**src/rtl/tensor_core_scheduler.sv**
```systemverilog
// Round-robin scheduler sharing one tensor core: accept T, result T+3+CORE_LATENCY (T+1 for illegal op),
// result held until result_ready. Optional perf counters: TENSOR_CORE_SCHEDULER_PERF_EN.
module tensor_core_scheduler #(
  parameter int NUM_REQUESTERS = 4,
  parameter int ID_WIDTH       = $clog2(NUM_REQUESTERS),
  parameter int CORE_LATENCY   = 2
) (
  input  logic                        clock_in,
  input  logic                        reset_in,
  input  logic [NUM_REQUESTERS-1:0]   req_valid,
  input  logic [2*NUM_REQUESTERS-1:0] req_op,
  output logic [NUM_REQUESTERS-1:0]   req_ready,
  output logic [ID_WIDTH-1:0]         core_operand_select,
  output logic                        core_write_enable,
  output logic                        core_start,
  output logic [1:0]                  core_operation_select,
  output logic                        result_valid,
  output logic [ID_WIDTH-1:0]         result_id,
  output logic                        result_error,
  input  logic                        result_ready,
  output logic                        busy
`ifdef TENSOR_CORE_SCHEDULER_PERF_EN
  ,
  output logic [31:0]                 perf_ops_done,
  output logic [31:0]                 perf_busy_cycles,
  output logic [15:0]                 perf_errors
`endif
);

  localparam int CNT_W = (CORE_LATENCY > 1) ? $clog2(CORE_LATENCY) : 1;

  typedef enum logic [2:0] {IDLE, LOAD, START, WAIT, RESULT} state_t;

  state_t              state, state_nxt;
  logic [ID_WIDTH-1:0] rr_pointer, id_q, grant_id;
  logic [1:0]          op_q, grant_op;
  logic                err_q, grant_found, handshake;
  logic [CNT_W-1:0]    wait_cnt;

  // First valid client at or above rr_pointer, wrapping.
  always_comb begin
    int idx;
    idx         = 0;
    grant_found = 1'b0;
    grant_id    = '0;
    for (int i = 0; i < NUM_REQUESTERS; i++) begin
      idx = int'(rr_pointer) + i;
      if (idx >= NUM_REQUESTERS) idx = idx - NUM_REQUESTERS;
      if (!grant_found && req_valid[idx]) begin
        grant_found = 1'b1;
        grant_id    = ID_WIDTH'(idx);
      end
    end
  end

  assign grant_op = req_op[2*int'(grant_id) +: 2];

  always_comb begin
    state_nxt = state;
    req_ready = '0;
    case (state)
      IDLE: begin
        if (grant_found) begin
          req_ready[grant_id] = 1'b1;
          state_nxt = (grant_op == 2'b11) ? RESULT : LOAD;
        end
      end
      LOAD:    state_nxt = START;
      START:   state_nxt = WAIT;
      WAIT:    if (wait_cnt == '0) state_nxt = RESULT;
      RESULT:  if (result_ready) state_nxt = IDLE;
      default: state_nxt = IDLE;
    endcase
  end

  assign handshake = (state == RESULT) && result_ready;

  always_ff @(posedge clock_in or posedge reset_in) begin
    if (reset_in) begin
      state      <= IDLE;
      rr_pointer <= '0;
      id_q       <= '0;
      op_q       <= 2'b00;
      err_q      <= 1'b0;
      wait_cnt   <= '0;
    end else begin
      state <= state_nxt;
      if (state == IDLE && grant_found) begin
        id_q  <= grant_id;
        op_q  <= grant_op;
        err_q <= (grant_op == 2'b11);
      end
      if (state == START)
        wait_cnt <= CNT_W'(CORE_LATENCY - 1);
      else if (state == WAIT && wait_cnt != '0)
        wait_cnt <= wait_cnt - 1'b1;
      if (handshake)
        rr_pointer <= (int'(id_q) == NUM_REQUESTERS - 1) ? '0 : id_q + 1'b1;
    end
  end

  assign busy                  = (state != IDLE);
  assign core_operand_select   = busy ? id_q : '0;
  assign core_write_enable     = (state == LOAD);
  assign core_start            = (state == START);
  assign core_operation_select = (state == START || state == WAIT) ? op_q : 2'b00;
  assign result_valid          = (state == RESULT);
  assign result_id             = result_valid ? id_q : '0;
  assign result_error          = result_valid && err_q;

`ifdef TENSOR_CORE_SCHEDULER_PERF_EN
  // Saturating counters.
  always_ff @(posedge clock_in or posedge reset_in) begin
    if (reset_in) begin
      perf_ops_done    <= '0;
      perf_busy_cycles <= '0;
      perf_errors      <= '0;
    end else begin
      if (handshake && !err_q && perf_ops_done != '1)
        perf_ops_done <= perf_ops_done + 32'd1;
      if (handshake && err_q && perf_errors != '1)
        perf_errors <= perf_errors + 16'd1;
      if (busy && perf_busy_cycles != '1)
        perf_busy_cycles <= perf_busy_cycles + 32'd1;
    end
  end
`endif

endmodule

```
**config.mk**
```make
export PLATFORM = sky130hd
export DESIGN_NAME = tensor_core_scheduler
export DESIGN_NICKNAME = d
export VERILOG_FILES = /design/src/rtl/tensor_core_scheduler.sv
export SDC_FILE = /design/constraint.sdc
export NUM_CORES = 1
export LEC_CHECK = 0
export BUFFER_PORTS_ARGS = -buffer_cell sky130_fd_sc_hd__buf_2
export CORE_MARGIN = 5
export CORE_UTILIZATION = 46
export DETAILED_ROUTE_END_ITERATION = 6
export MAX_ROUTING_LAYER = met4
export PLACE_DENSITY = 0.76
export SLEW_MARGIN = 10
export SYNTH_ARGS = -nofsm -noshare
export SYNTH_HDL_FRONTEND = slang
export SYNTH_SLANG_ARGS = --single-unit
```
**constraint.sdc**
```tcl
create_clock -name clock_in -period 2.1 [get_ports clock_in]
set_input_delay 0.315 -clock clock_in [delete_from_list [all_inputs] [get_ports clock_in]]
set_output_delay 0.315 -clock clock_in [all_outputs]
set_load 0.01 [all_outputs]
```
==> flow_summary.ini, run 1 <==
[synth]
yosysWarningCount = 0
synth_area_um2 = 724
synthTopCellsByCount = nor2_1 (13), dfrtp_1 (11), nand2_1 (9)
avgSynthCellArea_um2 = 8.62
synthCells = 84
synth_edf_count = 0
ys_ff_latch = 11
synthArstFlopShare = 1.00
synth.area.top_cells = dfrtp_1 (38%), mux2i_1 (6.9%), nor2_1 (6.7%)
synth_nets = 100
ys_types = 27
yosysMostFrequentCell = nor2_1
yosys_most_used_dff = dfrtp_1
synth_top_area_share = 0.380
yosysSeqAreaShare = 0.380
netlist.top_cell.by_area = dfrtp_1

[sta]
maxSlewHeadroom = 0.688
skew_ps = 3.03
fmax_mhz = 507
hold_slack_ps = 31.9
worst_pin_slew_ps = 464
drv_slew = 0
post-route-period-util = 0.939
final_hold_viol_count = 0
fin_setup_tns_ps = 0
finalSetupViolCount = 0
period_minus_slack_ps = 1970

[place]
place_hpwl_um = 1440
io_buffers = 29
routabilityCongestion = 0.783

[floorplanning]
start_util = 0.481
die_h_um = 49.7
dieArea_mm2 = 0.00247
die_x_um = 49.7
rows = 14
ioPinCount = 30
core_area_mm2 = 0.00151

[run]
cap_violations = 0

[final_layout]
drive_above_1_share = 0.376
syn2layout_area_growth_pct = 28.2
nNetsFinal = 134
diodes = 0

[critical_path]
end_kind = primary output
cp.required_ps = 1780
critPathSlowestCell = dfrtp_1
arrival_ps = 1660
cp_slowest_stage_delay_ps = 430
path_cells = nand2b_1, a21oi_2, nor3_4, buf_4, nor3_1, buf_2
startpoint_type = flop
worstPathMaxFanout = 6
path_class = reg2out

[routing]
drc = 0
firstDrtPassIters = 4
wl_per_cell_um = 13.8
wirelength_um = 1830
vias_per_cell = 5.45
dr.first_iter.drc_count = 11
dr_total_vias = 725
route.antenna.remaining_nets = 0

[power]
power_leakage_nw = 0.515
power_density_mw_per_mm2 = 1300
vdd_ir_drop_max_mv = 0.529
fin_total_pwr_mw = 1.20

[clock_tree]
hold_buffers = 0
numCtsBuffers = 3
clkTransAtPathRegs_ps = 70
cts_tree = done
cts.path.max_buffers = 2
insertion_delay_ps = 270
h-tree-depth = 1
cts.sinks = 11
cts_root_buf = clkbuf_4

[run_status]
status = finished, final reports clean

[hold_path]
holdCritPathClass = in2async

[global_routing]
first_global_vias = 719
grt_overflow_total = 0
grt_pass1_wl_um = 3020
grt_max_degree = 12
antenna_found_initial = 0
grt_usage = 0.159
## routing by layer
layer	share of wire	global-route usage	wire length, um
met4	0.011	0.0917	21
met2	0.48	0.242	879
met5	0	-	0
met3	0.056	0.0181	103
met1	0.45	0.202	828
## worst max-delay path: cells and delay by family (launching register included)
| family | cells | cell delay, ps |
|---|---|---|
| AO/OA/AOI/OAI | 1 | 210 |
| buffers and inverters | 2 | 330 |
| AND/OR/NAND/NOR | 3 | 420 |
| flip-flops | 1 | 430 |
## metrics by stage
step	worst slack [ps]	cell area (um^2)	cells	utilization
3_3_place_gp	230	886	128	0.588
2_1_floorplan	300	724	84	-
3_5_place_dp	142	886	128	0.588
4_1_cts	15.4	912	132	0.605
6_report	128	928	133	0.616
5_1_grt	-27.4	928	133	0.616
## sequential cells by signal, summed over array words and instances, names as in the netlist
signal,cells
state,3
id_q,2
op_q,2
rr_pointer,2
err_q,1
wait_cnt,1
## what timing repair did
item	CTS	global route
gates resized for setup	0	2
buffers inserted	0	1
endpoints found under the setup margin	0	4
## report_power, final
group / internal, mW / leakage, nW / switching, mW
clock network: 0.0735 / 0.0150 / 0.0731
registers: 0.309 / 0.137 / 0.0993
logic: 0.301 / 0.363 / 0.348
## path summary, 6_finish.rpt
kind	start	endpoint	depth (start not counted)	slack (ps)
min in group clock_in	result_ready	state[2]	3	350
worst min-delay path	reset_in	state[2]	2	30
worst max register to register	rr_pointer[1]	state[2]	8	160
worst max-delay path	rr_pointer[1]	req_ready[2]	6	130
worst min register to register	wait_cnt	wait_cnt	1	470
max in group asynchronous	reset_in	id_q[1]	2	1760
## cells in the final DEF, fill, tap and decap left out, types with 3 or more instances in the layout
master and instances:
o21ai_0 3, and3_1 4, buf_4 3, nor2_1 13, inv_1 5, and2_1 3, mux2i_1 5, nor2b_1 3
nand2_1 9, nor3_1 3, buf_2 29, mux2_2 3, dfrtp_1 11, clkbuf_4 3, nand2b_1 4
## kinds of logic (layout without fill, tap and decap cells)
logic type | count (synthesis) | in the layout | synth area share
muxes | 9 | 9 | 0.136
AOI/OAI and AO/OA | 10 | 10 | 0.0933
DFF | 11 | 11 | 0.380
adders and majority gates | 1 | 1 | 0.0173
and+or+nand+nor | 45 | 45 | 0.321
buffers and inverters | 8 | 41 | 0.0518
## final cells by class
type                    instances  area (um^2)
fillers                       142          578
multi-input cells              65          420
flip-flops and latches         11          275
repair buffers                 32          168
clock buffers                   4         26.3
well taps                      16         20.0
inverters                       5         18.8
Note: power is estimated with default switching activity, not from simulation.
==> run 2, diff against run 1 <==
CORE_UTILIZATION = 41   (was 46)
PLACE_DENSITY = 0.72   (was 0.76)
clock period = 1.8 ns   (was 2.1 ns; I/O delays follow)
==> flow_summary.ini, run 2 (synthesis gave the netlist of run 1 again) <==
[critical_path]
critPathSlowestCell = dfrtp_2
end_kind = primary output
cp.required_ps = 1530
critPathTopFamily = flip-flops
path_cells = buf_6, mux2i_1, nor2_1, nor3_4, buf_6, nor3_2, buf_2
cp_slowest_stage_delay_ps = 440
crit_end = req_ready[2]
worstPathMaxFanout = 5
crit_start = rr_pointer[1]
ff2ff_path_depth = 9
arrival_ps = 1640
worst-path-stages = 7
startpoint_type = flop
path_class = reg2out
crit_top_cell = buf_6
reg2reg_slack_ps = -90
r2r-start = rr_pointer[1]
critPathBufInv = 3
rr_endpoint = state[2]

[final_layout]
final_cell_mix = buf_2 (29), nor2_1 (11), dfrtp_1 (10)
syn2layout_area_growth_pct = 49.1
num-fill-cells = 145
largest_reg_flops = 3
drive_above_1_share = 0.504
layout_commonest_cell = buf_2
top_register = state
diodes = 0
fin_area_mm2 = 0.00108
nNetsFinal = 144

[place]
io_buffers = 29
routabilityCongestion = 0.803
place_hpwl_um = 1410
place_ws_ps = -83.4
place_area_um2 = 935

[sta]
period_minus_slack_ps = 1910
maxSlewHeadroom = 0.716
post-route-period-util = 1.06
worst_pin_slew_ps = 425
final_hold_viol_count = 0
fin_setup_tns_ps = -461
skew_ps = 2.04
fin_ws_ps = -109
rsz0062_at_grt = true
drv_slew = 0
finalSetupViolCount = 6
fmax_mhz = 524

[clock_tree]
insertion_delay_ps = 270
h-tree-depth = 1
cts_tree = done
numCtsBuffers = 3
cts.sinks = 11
cts.path.max_buffers = 2
cts_root_buf = clkbuf_4
clkTransAtPathRegs_ps = 70

[floorplanning]
ioPinCount = 30
die_x_um = 52.0
rows = 15
start_util = 0.424
core_area_mm2 = 0.00171
dieArea_mm2 = 0.00271
die_h_um = 52.0

[routing]
dr.first_iter.drc_count = 11
firstDrtPassIters = 4
detailroute.wirelength.met3_um = 164
m1WireLength_um = 763
wl_per_cell_um = 11.9
dr_total_vias = 743
drc = 0
maxUsedRoutingLayer = met4
route.antenna.remaining_nets = 0
wirelength_um = 1810
vias_per_cell = 4.89
met2_length_um = 821

[run_status]
violations = setup timing
status = finished with violations

[global_routing]
first_global_vias = 670
grt_pass1_wl_um = 2880
grt_max_degree = 12
grt_usage = 0.151
grt_overflow_total = 0
antenna_found_initial = 0

[power]
power_density_mw_per_mm2 = 1500
vdd_ir_drop_max_mv = 0.828
fin_total_pwr_mw = 1.62
power_leakage_nw = 0.589

[hold_path]
min_from = result_ready
holdCritPathClass = in2reg

[run]
cap_violations = 0
run 2: timing repair:
item	in CTS	in global routing
pin swaps	2	5
setup endpoints to repair	6	9
endpoints found under the hold margin	11	0
buffers inserted	3	2
hold buffers	1	0
resized for setup	8	13
run 2: power breakdown:
group | total, mW | internal (mW) | switching (mW)
clock network | 0.171 | 0.0859 | 0.0853
logic | 0.993 | 0.493 | 0.500
registers | 0.451 | 0.362 | 0.0886
run 2: worst min path at each step:
stage                to  depth (start not counted)  slack [ps]
2_1_floorplan     err_q                          1         120
3_3_place_gp   wait_cnt                          2         280
3_5_place_dp   wait_cnt                          2         290
4_1_cts        state[2]                          3         300
5_1_grt        state[2]                          3         310
6_report       state[2]                          3         310
run 2: area by class of cell:
type	instances	area (um^2)	share of cell area
timing repair buffer	42	260	0.241
tap	25	31.3	0.0290
clock buffer	4	26.3	0.0243
multi-input combinational	65	467	0.432
inverter	5	18.8	0.0174
sequential	11	277	0.256
run 2: layer usage:
metal | track usage | vias up
li1 | - | 374
met1 | 0.178 | 332
met2 | 0.230 | 30
met3 | 0.0287 | 7
met4 | 0.105 | 0
met5 | - | -
run 2: per-stage QoR:
step | hold WS, ps | util | cells
2_1_floorplan | 122 | - | 84
3_3_place_gp | 276 | 0.547 | 142
3_5_place_dp | 288 | 0.547 | 142
5_1_grt | 309 | 0.632 | 152
6_report | 306 | 0.632 | 152
4_1_cts | 299 | 0.596 | 150
run 2: tightest hold or removal path, delay by kind of cell:
kind | cells | cell delay, ps
buffers and inverters | 2 | 150
AOI/OAI and AO/OA | 1 | 120
==> run 3, diff against run 2 <==
CORE_UTILIZATION = 35   (was 41)
PLACE_DENSITY = 0.63   (was 0.72)
==> flow_summary.ini, run 3 (synthesis gave the netlist of run 1 again) <==
[run_status]
status = finished with violations
violations = hold timing, setup timing

[final_layout]
syn2layout_area_growth_pct = 52.3
drive_above_1_share = 0.536
final_cells = 152
regArea_um2 = 277
multi_input_area_um2 = 505
final_cell_mix = buf_2 (29), nor2_1 (10), dfrtp_1 (10)
num-fill-cells = 199
fin_util = 0.563
layout_commonest_cell = buf_2
diodes = 0
nNetsFinal = 142
fin_area_mm2 = 0.00110
top_register = state
largest_reg_flops = 3

[clock_tree]
hold_buffers = 0
clkTransAtPathRegs_ps = 70
h-tree-depth = 1
numCtsBuffers = 3
insertion_delay_ps = 260
cts_tree = done
cts.path.max_buffers = 2
cts.sinks = 11
cts_root_buf = clkbuf_4

[floorplanning]
ioPinCount = 30
die_x_um = 55.5
dieArea_mm2 = 0.00308
core_area_mm2 = 0.00196
start_util = 0.369
die_h_um = 55.5
rows = 16

[sta]
hold_slack_ps = -14.2
fmax_mhz = 517
rsz0062_at_grt = true
drv_slew = 0
worst_pin_slew_ps = 414
maxSlewHeadroom = 0.723
fin_ws_ps = -136
post-route-period-util = 1.08
final_hold_viol_count = 11
period_minus_slack_ps = 1940
finalSetupViolCount = 7
skew_ps = 2.37

[run]
cap_violations = 0

[place]
place_inst = 144
place_hpwl_um = 1410
io_buffers = 29
place_area_um2 = 937
routabilityCongestion = 0.781
place_ws_ps = -93.0

[routing]
firstDrtPassIters = 4
dr_total_vias = 715
vias_per_cell = 4.70
dr.first_iter.drc_count = 14
route.antenna.remaining_nets = 0
wl_per_cell_um = 12.3
drc = 0
wirelength_um = 1870

[critical_path]
critPathBufInv = 3
arrival_ps = 1670
path_cells = inv_1, a21oi_2, nor2_1, or2_4, buf_4, nor3_2, buf_2
end_kind = primary output
critPathSlowestCell = dfrtp_1
cp.required_ps = 1530
critPathTopFamily = simple AND/OR/NAND/NOR gates
startpoint_type = flop
worstPathMaxFanout = 3
cp_slowest_stage_delay_ps = 400
path_class = reg2out

[global_routing]
grt_max_degree = 12
grt_pass1_wl_um = 3020
antenna_found_initial = 0
grt_usage = 0.121
first_global_vias = 678
grt_overflow_total = 0

[power]
vdd_ir_drop_max_mv = 0.661
power_density_mw_per_mm2 = 1490
power_leakage_nw = 0.592

[hold_path]
holdCritPathClass = in2async
==> run 3: area by class of cell <==
| class | instances | share of cell area |
|---|---|---|
| Multi-Input combinational cell | 65 | 0.458 |
| Sequential cell | 11 | 0.251 |
| Tap cell | 27 | 0.0306 |
| Clock buffer | 4 | 0.0238 |
| Timing Repair Buffer | 40 | 0.220 |
| Inverter | 5 | 0.0170 |
==> run 3: timing repair <==
action | in CTS | in global routing
pin swaps | 6 | 4
setup endpoints to repair | 6 | 9
setup buffers | 3 | 1
resized for setup | 15 | 13
==> run 3: stage by stage <==
stage | setup TNS [ps] | total power [mW]
final | -653 | 1.65
after global routing | -1490 | 1.78
after global placement | -18.3 | 1.23
after floorplan | 0 | 0.981
after detailed placement | -163 | 1.25
after CTS | -364 | 1.55
==> run 3: power by group <==
group | internal [mW] | switching [mW] | total [mW]
sequential | 0.363 | 0.105 | 0.468
clock | 0.0855 | 0.0793 | 0.165
combinational | 0.503 | 0.510 | 1.01
total | 0.951 | 0.694 | 1.65
==> run 3: path summary, 6_finish.rpt <==
| check | from | endpoint | slack (ps) | cells past startpoint |
|---|---|---|---|---|
| max | rr_pointer[0] | req_ready[2] | -140 | 7 |
| min | reset_in | state[2] | -10 | 2 |
| max reg2reg | rr_pointer[1] | state[2] | -130 | 9 |
| min reg2reg | op_q[1] | op_q[1] | 480 | 2 |
| max in group asynchronous | reset_in | state[0] | 1500 | 2 |
| min in group clock_in | result_ready | state[2] | 320 | 3 |
==> run 3: routing by layer <==
layer	routed length (um)	global-route usage	part of all wire	vias up
met4	19	0.0521	0.010	0
met3	127	0.0233	0.068	2
met2	839	0.171	0.45	29
met5	0	-	0	-
li1	-	-	-	369
met1	878	0.167	0.47	315
